### config.mk
export PLATFORM = sky130hd
export DESIGN_NAME = mips_multicycle_ctrl_flat
export DESIGN_NICKNAME = d
export VERILOG_FILES = /design/src/rtl/mips_multicycle_ctrl_if.sv /design/src/rtl/mips_multicycle_ctrl.sv /design/src/flat_wrapper.sv
export SDC_FILE = /design/constraint.sdc
export NUM_CORES = 1
export LEC_CHECK = 0
export CAP_MARGIN = 5
export CORE_ASPECT_RATIO = 1.5
export CORE_MARGIN = 2
export CORE_UTILIZATION = 46
export CTS_CLUSTER_DIAMETER = 50
export DETAILED_ROUTE_END_ITERATION = 6
export PLACE_DENSITY_LB_ADDON = 0.08
export SYNTH_ARGS = -nofsm -noshare
export SYNTH_HDL_FRONTEND = slang
export SYNTH_SLANG_ARGS = --single-unit
### constraint.sdc
create_clock -name clk -period 2.4 [get_ports clk]
set_input_delay 0.48 -clock clk [delete_from_list [all_inputs] [get_ports clk]]
set_output_delay 0.48 -clock clk [all_outputs]
set_load 0.02 [all_outputs]
### src/rtl/mips_multicycle_ctrl_if.sv
// Memory handshake bundle between the multicycle controller and its
// wait-state instruction/data memories.
interface mips_multicycle_ctrl_if;
  logic imem_req;
  logic imem_ready;
  logic dmem_req;
  logic dmem_ready;
  logic memwrite;

  modport master (
    output imem_req, dmem_req, memwrite,
    input  imem_ready, dmem_ready
  );

  modport slave (
    input  imem_req, dmem_req, memwrite,
    output imem_ready, dmem_ready
  );
endinterface

### src/rtl/mips_multicycle_ctrl.sv
// Multicycle MIPS control FSM: BOOT/FETCH/DECODE/EXEC/MEM/WB with memory
// wait-state handshakes, timeout and illegal-instruction traps.
module mips_multicycle_ctrl #(
  parameter int TIMEOUT         = 16,
  parameter int CNT_W           = 8,
  parameter int TRAP_ON_ILLEGAL = 1
) (
  input  logic                   clk,
  input  logic                   reset,
  input  logic [5:0]             opcode,
  input  logic [5:0]             funct,
  input  logic                   zero,
  mips_multicycle_ctrl_if.master mem,
  output logic                   ir_en,
  output logic                   mdr_en,
  output logic                   pc_en,
  output logic [1:0]             pcsrc,
  output logic                   regwrite,
  output logic                   regdst,
  output logic                   memtoreg,
  output logic                   alusrcbimm,
  output logic [3:0]             alucontrol,
  output logic                   halted,
  output logic [1:0]             trap_cause,
  output logic [2:0]             state_o
);

  typedef enum logic [2:0] {
    BOOT   = 3'd0,
    FETCH  = 3'd1,
    DECODE = 3'd2,
    EXEC   = 3'd3,
    MEM    = 3'd4,
    WB     = 3'd5,
    TRAP   = 3'd6
  } state_t;

  localparam logic [5:0] OP_R    = 6'h00;
  localparam logic [5:0] OP_LW   = 6'h23;
  localparam logic [5:0] OP_SW   = 6'h2B;
  localparam logic [5:0] OP_BEQ  = 6'h04;
  localparam logic [5:0] OP_ADDI = 6'h08;
  localparam logic [5:0] OP_J    = 6'h02;

  localparam logic [3:0] ALU_AND = 4'b0000;
  localparam logic [3:0] ALU_OR  = 4'b0001;
  localparam logic [3:0] ALU_ADD = 4'b0010;
  localparam logic [3:0] ALU_SUB = 4'b0110;
  localparam logic [3:0] ALU_SLT = 4'b0111;

  localparam logic [CNT_W-1:0] TO_LAST =
    (TIMEOUT == 0) ? '0 : CNT_W'(TIMEOUT - 1);

  function automatic logic is_legal(input logic [5:0] op, input logic [5:0] fn);
    case (op)
      OP_R:    is_legal = (fn == 6'h20) || (fn == 6'h22) || (fn == 6'h24) ||
                          (fn == 6'h25) || (fn == 6'h2A);
      OP_LW, OP_SW, OP_BEQ, OP_ADDI, OP_J: is_legal = 1'b1;
      default: is_legal = 1'b0;
    endcase
  endfunction

  function automatic logic [3:0] rtype_alu(input logic [5:0] fn);
    case (fn)
      6'h22:   rtype_alu = ALU_SUB;
      6'h24:   rtype_alu = ALU_AND;
      6'h25:   rtype_alu = ALU_OR;
      6'h2A:   rtype_alu = ALU_SLT;
      default: rtype_alu = ALU_ADD;
    endcase
  endfunction

  state_t           state_q, state_nxt;
  logic [CNT_W-1:0] cnt_q;
  logic [1:0]       cause_q, cause_nxt;
  logic             timeout_hit;
  logic             waiting;

  // A ready in the last allowed cycle is checked first, so it beats the timeout.
  assign timeout_hit = (TIMEOUT != 0) && (cnt_q == TO_LAST);
  assign waiting     = (state_nxt == state_q) && ((state_q == FETCH) || (state_q == MEM));

  always_ff @(posedge clk or negedge reset) begin
    if (!reset) begin
      state_q <= BOOT;
      cnt_q   <= '0;
      cause_q <= 2'd0;
    end else begin
      state_q <= state_nxt;
      cause_q <= cause_nxt;
      if (state_nxt != state_q) cnt_q <= '0;
      else if (waiting)         cnt_q <= cnt_q + 1'b1;
    end
  end

  always_comb begin
    state_nxt    = state_q;
    cause_nxt    = cause_q;
    mem.imem_req = 1'b0;
    mem.dmem_req = 1'b0;
    mem.memwrite = 1'b0;
    ir_en        = 1'b0;
    mdr_en       = 1'b0;
    pc_en        = 1'b0;
    pcsrc        = 2'd0;
    regwrite     = 1'b0;
    regdst       = 1'b0;
    memtoreg     = 1'b0;
    alusrcbimm   = 1'b0;
    alucontrol   = 4'b0000;
    halted       = 1'b0;
    case (state_q)
      BOOT: state_nxt = FETCH;
      FETCH: begin
        mem.imem_req = 1'b1;
        if (mem.imem_ready) begin
          ir_en     = 1'b1;
          pc_en     = 1'b1;
          state_nxt = DECODE;
        end else if (timeout_hit) begin
          state_nxt = TRAP;
          cause_nxt = 2'd2;
        end
      end
      DECODE: begin
        if (!is_legal(opcode, funct)) begin
          if (TRAP_ON_ILLEGAL != 0) begin
            state_nxt = TRAP;
            cause_nxt = 2'd1;
          end else begin
            state_nxt = FETCH;
          end
        end else if (opcode == OP_J) begin
          pc_en     = 1'b1;
          pcsrc     = 2'd2;
          state_nxt = FETCH;
        end else begin
          state_nxt = EXEC;
        end
      end
      EXEC: begin
        if (opcode == OP_R)        alucontrol = rtype_alu(funct);
        else if (opcode == OP_BEQ) alucontrol = ALU_SUB;
        else                       alucontrol = ALU_ADD;
        alusrcbimm = (opcode == OP_LW) || (opcode == OP_SW) || (opcode == OP_ADDI);
        case (opcode)
          OP_BEQ: begin
            pc_en     = zero;
            pcsrc     = 2'd1;
            state_nxt = FETCH;
          end
          OP_LW, OP_SW:  state_nxt = MEM;
          OP_R, OP_ADDI: state_nxt = WB;
          default:       state_nxt = FETCH;
        endcase
      end
      MEM: begin
        mem.dmem_req = 1'b1;
        mem.memwrite = (opcode == OP_SW);
        alucontrol   = ALU_ADD;
        alusrcbimm   = 1'b1;
        if (mem.dmem_ready) begin
          if (opcode == OP_LW) begin
            mdr_en    = 1'b1;
            state_nxt = WB;
          end else begin
            state_nxt = FETCH;
          end
        end else if (timeout_hit) begin
          state_nxt = TRAP;
          cause_nxt = 2'd3;
        end
      end
      WB: begin
        regwrite  = 1'b1;
        regdst    = (opcode == OP_R);
        memtoreg  = (opcode == OP_LW);
        state_nxt = FETCH;
      end
      TRAP: halted = 1'b1;
      // The unused code 7 behaves exactly like BOOT.
      default: state_nxt = FETCH;
    endcase
  end

  assign trap_cause = cause_q;
  assign state_o    = state_q;

endmodule

### src/flat_wrapper.sv
// flat-port wrapper written by rule: the top's interface ports become plain ports
module mips_multicycle_ctrl_flat 
#(
  parameter int TIMEOUT         = 16,
  parameter int CNT_W           = 8,
  parameter int TRAP_ON_ILLEGAL = 1
)
  (clk, reset, opcode, funct, zero, ir_en, mdr_en, pc_en, pcsrc, regwrite, regdst, memtoreg, alusrcbimm, alucontrol, halted, trap_cause, state_o, mem_imem_req, mem_dmem_req, mem_memwrite, mem_imem_ready, mem_dmem_ready);
  mips_multicycle_ctrl_if mem_i ();
  input  logic clk;
  input  logic reset;
  input  logic [5:0] opcode;
  input  logic [5:0] funct;
  input  logic zero;
  output logic ir_en;
  output logic mdr_en;
  output logic pc_en;
  output logic [1:0] pcsrc;
  output logic regwrite;
  output logic regdst;
  output logic memtoreg;
  output logic alusrcbimm;
  output logic [3:0] alucontrol;
  output logic halted;
  output logic [1:0] trap_cause;
  output logic [2:0] state_o;
  output wire logic [$bits(mem_i.imem_req)-1:0] mem_imem_req;
  output wire logic [$bits(mem_i.dmem_req)-1:0] mem_dmem_req;
  output wire logic [$bits(mem_i.memwrite)-1:0] mem_memwrite;
  input wire logic [$bits(mem_i.imem_ready)-1:0] mem_imem_ready;
  input wire logic [$bits(mem_i.dmem_ready)-1:0] mem_dmem_ready;
  assign mem_imem_req = mem_i.imem_req;
  assign mem_dmem_req = mem_i.dmem_req;
  assign mem_memwrite = mem_i.memwrite;
  assign mem_i.imem_ready = mem_imem_ready;
  assign mem_i.dmem_ready = mem_dmem_ready;
  mips_multicycle_ctrl #(.TIMEOUT(TIMEOUT), .CNT_W(CNT_W), .TRAP_ON_ILLEGAL(TRAP_ON_ILLEGAL)) u_core (.clk(clk), .reset(reset), .opcode(opcode), .funct(funct), .zero(zero), .mem(mem_i), .ir_en(ir_en), .mdr_en(mdr_en), .pc_en(pc_en), .pcsrc(pcsrc), .regwrite(regwrite), .regdst(regdst), .memtoreg(memtoreg), .alusrcbimm(alusrcbimm), .alucontrol(alucontrol), .halted(halted), .trap_cause(trap_cause), .state_o(state_o));
endmodule
=== After elaboration in Yosys (flattened, before gate mapping) ===
Cells that the tools add are included.

* Logic and storage cells: 86
* Output and inout port bits: 22
* Register bits: 13

* Reduce and logical (&&, ||, !) cells: 15
* Add/subtract/negate cells: 1
* Equality and inequality tests: 24
* Muxes and demuxes: 43

{| class="wikitable"
|+ Operators by type and width
! operator !! number
|-
| equality test 6 bit, second input constant || 7
|-
| two-way mux 3 bit || 6
|-
| two-way mux 1 bit || 17
|-
| two-way mux 2 bit || 8
|-
| two-way mux 8 bit || 2
|-
| one-hot mux 3 bit (5 select lines) || 1
|-
| one-hot mux 3 bit (4 select lines) || 1
|-
| equality test 3 bit, second input constant || 3
|-
| adder 8 x 1 -> 8 bit, second input constant || 1
|-
| equality test 8 x 4 -> 1 bit, second input constant || 1
|-
| one-hot mux 4 bit (2 select lines) || 1
|-
| logical OR 1 bit || 7
|-
| equality test 3 x 2 -> 1 bit, second input constant || 2
|-
| equality test 6 x 2 -> 1 bit, second input constant || 1
|-
| equality test 6 x 3 -> 1 bit, second input constant || 1
|-
| equality test 6 x 4 -> 1 bit, second input constant || 1
|-
| logical NOT 6 bit || 1
|-
| != test 2 bit, second input constant || 3
|-
| one-hot mux 2 bit (3 select lines) || 1
|-
| one-hot mux 3 bit (2 select lines) || 1
|-
| AND reduction 6 bit || 1
|-
| OR reduction 5 bit || 1
|-
| two-way mux 4 bit || 1
|-
| != test 2 x 1 -> 1 bit, second input constant || 2
|-
| other kinds (10) || 12
|}

=== Depth between registers and ports, before layout ===
Gate-level depths: netlist of run 1.

* Depth after elaboration: 13
* Gate-level depth with buffers: 6
* Depth with buffers taken out: 6

=== Worst setup path before layout of run 1 ===
Ideal clock, no wire load.

* Kind: input-to-output
* From: input port opcode[2]
* To: output port pc_en
* Path buffers: 1
* Setup slack: -0.251 ns
* Data required time: 1.920 ns
* Stages on the path: 4
* Data arrival time: 2.171 ns
* Cell sequence: buf_2 > or3b_1 > nor4b_1 > a211o_1

* Cells in the longest elaborated chain, start to end: 6
* Elaborated cells on any way between the ends: 13
* Those cells by class: eq/ne: 5; mux: 6; reduce/logical: 2

{| class="wikitable"
|+ Ends and longest elaborated chain
! element !! RTL line !! RTL
|-
| start, declared || flat_wrapper.sv:12 || <nowiki>input logic [5:0] opcode;</nowiki>
|-
| equality test 6 x 4 -> 1 bit, or another cell as far along || mips_multicycle_ctrl.sv:55 || <nowiki>case (op)</nowiki>
|-
| OR reduction 5 bit || mips_multicycle_ctrl.sv:55 ||
|-
| one-hot mux 1 bit (2 select lines) || mips_multicycle_ctrl.sv:55 ||
|-
| two-way mux 1 bit || mips_multicycle_ctrl.sv:112 || <nowiki>case (state_q)</nowiki>
|-
| two-way mux 1 bit || mips_multicycle_ctrl.sv:126 || <nowiki>if (!is_legal(opcode, funct)) begin</nowiki>
|-
| one-hot mux 1 bit (3 select lines) (*) || mips_multicycle_ctrl.sv:112 ||
|-
| end, declared || flat_wrapper.sv:17 || <nowiki>output logic pc_en;</nowiki>
|}

Every way passes the cells marked *; elsewhere a longest branch is shown, timed or not. The select of a mux whose other input is x is not followed.

=== Final worst setup path of run 1 ===
* From: input port opcode[4]
* To: output port pcsrc[1]

* Cells in the longest elaborated chain, start to end: 6
* Elaborated cells on any way between the ends: 12
* Those cells by class: eq/ne: 5; mux: 5; reduce/logical: 2

{| class="wikitable"
|+ Ends and longest elaborated chain
! element !! RTL line !! RTL
|-
| equality test 6 x 4 -> 1 bit, or another cell as far along || mips_multicycle_ctrl.sv:55 ||
|-
| OR reduction 5 bit || mips_multicycle_ctrl.sv:55 ||
|-
| one-hot mux 1 bit (2 select lines) || mips_multicycle_ctrl.sv:55 ||
|-
| two-way mux 1 bit || mips_multicycle_ctrl.sv:112 ||
|-
| two-way mux 2 bit (*) || mips_multicycle_ctrl.sv:126 ||
|-
| one-hot mux 2 bit (2 select lines) (*) || mips_multicycle_ctrl.sv:112 ||
|-
| end, declared || flat_wrapper.sv:18 || <nowiki>output logic [1:0] pcsrc;</nowiki>
|}

Marked as above.

==> results.sh, run 1 <==
export IMPL_startpoint_type="input pin"
export IMPL_slew_violations=0
export IMPL_viasPerCell=5.66
export IMPL_worst_pin_slew_ps=593
export IMPL_synth_top_family_by_area="simple AND/OR/NAND/NOR gates"
export IMPL_ctsHoldBuffers=0
export IMPL_max_cap_violations=0
export IMPL_insertion_delay_ps=280
export IMPL_instances_no_fill=237
export IMPL_cts_root_buffer="clkbuf_4"
export IMPL_drt_iter0_markers=23
export IMPL_clk_path_buf_depth=2
export IMPL_synth_compound_area_share=0.178
export IMPL_async_reset_ff_frac=1.00
export IMPL_status="complete, no violations"
export IMPL_fin_ws_ps=26.4
export IMPL_p_clk_frac=0.101
export IMPL_max_freq_mhz=421
export IMPL_setup_viol=0
export IMPL_hold_class="flip-flop to flip-flop"
export IMPL_diodes=0
export IMPL_synthAdderAreaFrac=0.0105
export IMPL_internal_power_mw=0.720
export IMPL_nets=232
export IMPL_crit_chain="clkdlybuf4s50_1 -> or3b_4 -> nor4b_4 -> clkdlybuf4s15_2"
export IMPL_path_class="input pin to output pin"
export IMPL_die_y_um=66.4
export IMPL_reg2reg_slack_ps=290
export IMPL_ys_types=53
export IMPL_dieWidth_um=45.6
export IMPL_die_area_sq_um=3030
export IMPL_netlist_instances=146
export IMPL_cts_tree="done"
export IMPL_post_drt_wl_per_cell_um=15.2
export IMPL_mostFrequentLayoutCells="buf_4 (35), clkdlybuf4s50_1 (19), nand2_1 (14)"
export IMPL_io_buffers=37
export IMPL_place_inst=230
export IMPL_overflow=0
export IMPL_drc=0
export IMPL_start_util=0.487
export IMPL_clk_pin_slew_ps=70
export IMPL_htree_num_levels=1
export IMPL_crit_buf_inv=2
export IMPL_final_antenna_net_count=0
export IMPL_hold_violations=0
export IMPL_synth_simple_gate_area_frac=0.413
export IMPL_drive_gt1_frac=0.300
export IMPL_slowest_delay_ps=440
export IMPL_synth_seq_area_share=0.273
export IMPL_p_switching_mw=0.616
export IMPL_grt_pass1_wl_mm=5.89
export IMPL_pwr_share_comb=0.668
export IMPL_crit_arrival_ps=1890
export IMPL_post_route_util=0.754
export IMPL_mappedNetlistArea_sq_um=1190
export IMPL_fin_area_sq_um=1850
export IMPL_preCtsSetupSlack_ps=-762
export IMPL_cts_inserted_buffers=3
export IMPL_core_area_sq_um=2450
export IMPL_rsz0062_at_grt="true"
export IMPL_synth_edf_count=0
export IMPL_syn_nets=164
export IMPL_syn_to_final_growth_pct=54.8
export IMPL_syn_avg_cell_area_sq_um=8.18
export IMPL_worstPathMaxFanout=3
export IMPL_endpoint_kind="output pin"
export IMPL_seqPwrFrac=0.231
export IMPL_crit_slowest_cell="clkdlybuf4s50_1"
export IMPL_grt_total_usage=0.267
export IMPL_cts_sinks=13
export IMPL_grt_pass1_vias=1389
export IMPL_p_leak_nw=0.873
export IMPL_ir_drop_v=0.000627
export IMPL_place_area_sq_um=1780
export IMPL_synth_warnings=0
export IMPL_power_mw=1.34
export IMPL_num_vias=1341
export IMPL_synthMuxAreaShare=0.00839
export IMPL_num_io_pins=39
export IMPL_grt_max_degree=14
export IMPL_wl_mm=3.59
export IMPL_grt_antenna_before_repair=0
export IMPL_cp_data_required_time_ps=1920
export IMPL_swShare=0.461
export IMPL_gp_congestion=0.937
export IMPL_slew_headroom=0.604
export IMPL_layout_commonest_cell="buf_4"
export IMPL_drtPass1Iterations=4
export IMPL_post_route_min_period_ps=2370
export IMPL_n_fill_cell=193
export IMPL_synth_xor_area_frac=0.0587
export IMPL_cellPowerDensity_nw_per_um2=723
export IMPL_ys_flop_type="dfrtp_1"
export IMPL_fin_crit_sh=0.989
export IMPL_skew_ps=1.88
export IMPL_ys_ff_latch=13
export IMPL_dp_hpwl_mm=2.88
export IMPL_path_delay_family="buffers and inverters"
export IMPL_num_rows=22
-- flip-flops by register name (all words and copies together) (netlist names) --
register and flops:
u_core.cnt_q 8, u_core.state_o 3, u_core.trap_cause 2
-- Yosys cell counts (2+ instances only) --
cell      instances  share of area
o41ai_1           3          0.022
o21ai_0           3          0.013
nand2b_1          4          0.021
a211o_1           2          0.015
nor4_1            3          0.016
and2_1            4          0.021
inv_1             5          0.016
and3_1            5          0.026
nor2b_1           4          0.021
clkbuf_1          2         0.0063
buf_6             2          0.019
buf_2             2         0.0084
nor4b_1           2          0.015
nand2_1          14          0.044
nand3_1           3          0.013
dfrtp_1          13           0.27
nor3_1           15          0.063
nor2_1           12          0.038
o21bai_1          2          0.013
nand4b_1          2          0.015
nor3b_1           3          0.019
or3b_1            3          0.022
a21oi_1           2         0.0084
xor2_1            7          0.051
-- routing by layer --
| metal | GRT usage | up-vias | wire length [um] |
|---|---|---|---|
| met2 | 0.505 | 39 | 2010 |
| met4 | 0.136 | 0 | 116 |
| met3 | 0.0191 | 10 | 130 |
| met5 | 0 | - | 0 |
| li1 | - | 671 | - |
| met1 | 0.273 | 621 | 1340 |
-- timing repair --
item                                    CTS  global route
pin swaps                                 4             3
setup buffers                             2             1
gates resized for setup                  57             7
endpoints found under the setup margin   13            10
endpoints found under the hold margin     0             0
-- logic make-up after synthesis --
kind of cell	count (synthesis)
AO/OA/AOI/OAI	27
other	1
flip-flops	13
buffers and inverters	12
adder cells (fa/ha/maj)	1
XOR/XNOR	8
AND/OR/NAND/NOR	83
multiplexers	1
-- final timing paths --
kind | startpoint | endpoint | depth (start not counted)
hold / removal | u_core.trap_cause[1] | u_core.trap_cause[1] | 1
max in group asynchronous | reset | u_core.state_o[1] | 1
setup reg to reg | u_core.cnt_q[0] | u_core.cnt_q[1] | 6
setup / recovery | opcode[4] | pcsrc[1] | 4
min in group asynchronous | reset | u_core.cnt_q[1] | 1
hold reg to reg | u_core.trap_cause[1] | u_core.trap_cause[1] | 1
-- cell type report --
cell class	count	area, sq um	area share
multi-input cells	121	868	0.470
repair buffers	70	578	0.313
flip-flops and latches	13	327	0.177
well taps	24	30.0	0.0162
clock buffers	4	26.3	0.0142
inverters	5	18.8	0.0102
-- worst reg2reg max path: cells and delay by family (launching register included) --
kind	cells	cell delay (ps)
AO/OA/AOI/OAI	2	700
adder cells (fa/ha/maj)	1	240
flip-flops	1	410
AND/OR/NAND/NOR	3	670
-- power by group through the flow --
stage	Sequential [mW]	Combinational, mW	Clock, mW
final	0.308	0.892	0.135
after global routing	0.317	0.964	0.151
after CTS	0.307	0.901	0.144
after detailed placement	0.310	0.898	0
after global placement	0.309	0.878	0
after floorplan	0.313	0.554	0
-- metrics by stage --
stage          TNS [ps]  hold slack (ps)
6_report              0              500
5_1_grt           -3.01              533
4_1_cts               0              509
3_5_place_dp      -9320              491
3_3_place_gp      -8350              484
2_1_floorplan         0              184
No activity file was read; power rests on OpenSTA's default activity.
==> run 2: changes to the inputs <==
--- a/config.mk
+++ b/config.mk
@@ -9,7 +9,6 @@
 export CORE_ASPECT_RATIO = 1.5
 export CORE_MARGIN = 2
 export CORE_UTILIZATION = 46
-export CTS_CLUSTER_DIAMETER = 50
 export DETAILED_ROUTE_END_ITERATION = 6
 export PLACE_DENSITY_LB_ADDON = 0.08
 export SYNTH_ARGS = -nofsm -noshare
==> results of run 2 <==
No change in the layout: final DEF, timing and power equal those of run 1.
==> run 3: changes to the inputs <==
--- a/config.mk
+++ b/config.mk
@@ -9,8 +9,10 @@
 export CORE_ASPECT_RATIO = 1.5
 export CORE_MARGIN = 2
 export CORE_UTILIZATION = 46
+export CTS_CLUSTER_DIAMETER = 80
 export DETAILED_ROUTE_END_ITERATION = 6
 export PLACE_DENSITY_LB_ADDON = 0.08
+export SETUP_SLACK_MARGIN = 0.15
 export SYNTH_ARGS = -nofsm -noshare
 export SYNTH_HDL_FRONTEND = slang
 export SYNTH_SLANG_ARGS = --single-unit
==> results.sh, run 3 (same netlist as run 1, synthesis figures left out) <==
export IMPL_status="complete, no violations"
export IMPL_num_io_pins=39
export IMPL_cp_data_required_time_ps=1920
export IMPL_clk_pin_slew_ps=70
export IMPL_startpoint_type="input pin"
export IMPL_cts_tree="done"
export IMPL_cts_sinks=13
export IMPL_worst_pin_slew_ps=560
export IMPL_slew_headroom=0.625
export IMPL_syn_to_final_growth_pct=53.0
export IMPL_clk_path_buf_depth=2
export IMPL_instances_no_fill=233
export IMPL_n_fill_cell=191
export IMPL_dieWidth_um=45.6
export IMPL_worstPathMaxFanout=4
export IMPL_worstRegToRegCells=6
export IMPL_cellPowerDensity_nw_per_um2=730
export IMPL_wl_mm=3.55
export IMPL_seqPwrFrac=0.240
export IMPL_regToRegStartpoint="u_core.cnt_q[0]"
export IMPL_rsz0062_at_grt="true"
export IMPL_top_register="u_core.cnt_q"
export IMPL_largest_register_ffs=8
export IMPL_htree_num_levels=1
export IMPL_hold_violations=0
export IMPL_cts_root_buffer="clkbuf_4"
export IMPL_p_leak_nw=0.855
export IMPL_viasPerCell=5.67
export IMPL_cts_inserted_buffers=3
export IMPL_fin_hold_ws_ps=503
export IMPL_num_rows=22
export IMPL_fin_crit_sh=0.924
export IMPL_crit_start="opcode[4]"
export IMPL_power_mw=1.33
export IMPL_drtPass1Iterations=4
export IMPL_crit_slowest_cell="or3b_4"
export IMPL_max_cap_violations=0
export IMPL_post_route_util=0.746
export IMPL_io_buffers=37
export IMPL_diodes=0
export IMPL_crit_chain="dlygate4sd2_1 -> or3b_4 -> nor2_4 -> and3_1 -> clkdlybuf4s15_2"
export IMPL_slowest_delay_ps=460
export IMPL_swShare=0.461
export IMPL_layout_commonest_cell="buf_4"
export IMPL_ctsHoldBuffers=0
export IMPL_drive_gt1_frac=0.316
export IMPL_post_drt_wl_per_cell_um=15.2
export IMPL_final_antenna_net_count=0
export IMPL_grt_pass1_vias=1371
export IMPL_max_freq_mhz=451
export IMPL_r2r_end="u_core.cnt_q[1]"
export IMPL_reg2reg_slack_ps=290
export IMPL_grt_antenna_before_repair=0
export IMPL_die_y_um=66.4
export IMPL_drc=0
export IMPL_crit_arrival_ps=1740
export IMPL_start_util=0.487
export IMPL_nets=228
export IMPL_fin_setup_tns_ps=0
export IMPL_mostFrequentLayoutCells="buf_4 (32), clkdlybuf4s50_1 (16), nand2_1 (14)"
export IMPL_hold_class="flip-flop to flip-flop"
export IMPL_core_area_sq_um=2450
export IMPL_slew_violations=0
export IMPL_die_area_sq_um=3030
export IMPL_skew_ps=0.754
export IMPL_pwr_share_comb=0.662
export IMPL_endpoint_kind="output pin"
export IMPL_post_route_min_period_ps=2220
export IMPL_overflow=0
export IMPL_dp_hpwl_mm=2.73
export IMPL_multi_input_area_sq_um=885
export IMPL_grt_pass1_wl_mm=5.89
export IMPL_ir_drop_v=0.000643
export IMPL_grt_total_usage=0.267
export IMPL_num_vias=1320
export IMPL_grt_max_degree=14
export IMPL_regArea_sq_um=328
export IMPL_path_class="input pin to output pin"
export IMPL_p_switching_mw=0.615
export IMPL_drt_iter0_markers=16
export IMPL_critPathCapture="mem_memwrite"
export IMPL_place_inst=227
export IMPL_p_clk_frac=0.098
export IMPL_gp_congestion=0.928
export IMPL_internal_power_mw=0.718
export IMPL_insertion_delay_ps=270
export IMPL_setup_viol=0
==> run 3: how the worst min path moves through the flow <==
| stage | from | to | slack, ps | depth (start not counted) |
|---|---|---|---|---|
| after floorplan | reset | u_core.cnt_q[0] | 180 | 0 |
| after global placement | u_core.trap_cause[1] | u_core.trap_cause[1] | 490 | 1 |
| after detailed placement | u_core.trap_cause[1] | u_core.trap_cause[1] | 490 | 1 |
| after CTS | u_core.trap_cause[1] | u_core.trap_cause[1] | 510 | 1 |
| after global routing | u_core.trap_cause[1] | u_core.trap_cause[1] | 540 | 1 |
| final | u_core.trap_cause[1] | u_core.trap_cause[1] | 500 | 1 |
==> run 3: final cells by class <==
| cell class | count | area share |
|---|---|---|
| multi-input cells | 121 | 0.484 |
| well taps | 24 | 0.0164 |
| repair buffers | 66 | 0.295 |
| inverters | 5 | 0.0103 |
| flip-flops and latches | 13 | 0.179 |
| clock buffers | 4 | 0.0144 |
==> run 3: worst max-delay path, delay by kind of cell <==
kind | cells | cell delay (ps)
AND/OR/NAND/NOR | 3 | 750
buffers and inverters | 2 | 520
==> run 3: power by group through the flow <==
stage	logic, mW	clock network, mW	registers (mW)
final	0.883	0.130	0.320
after global routing	0.958	0.142	0.325
after CTS	0.881	0.134	0.318
after detailed placement	0.884	0	0.319
after global placement	0.870	0	0.317
after floorplan	0.560	0	0.313
==> run 3: timing repair <==
item                       CTS  global route
cloned                       0             0
resized for setup           71            10
setup endpoints to repair   18            11
buffers inserted             2             0
pin swaps                    5             3
==> run 3: stage by stage <==
stage	worst slack [ps]	area, sq um
after floorplan	200	1210
after global placement	-652	1760
after detailed placement	-720	1760
after CTS	153	1830
after global routing	149	1830
final	182	1830
==> run 3: per-layer routing <==
metal / global-route usage / wire [um] / vias up
li1: - / - / 664
met4: 0.151 / 100 / 0
met5: 0 / 0 / -
met2: 0.504 / 1990 / 32
met1: 0.267 / 1350 / 616
met3: 0.0191 / 114 / 8
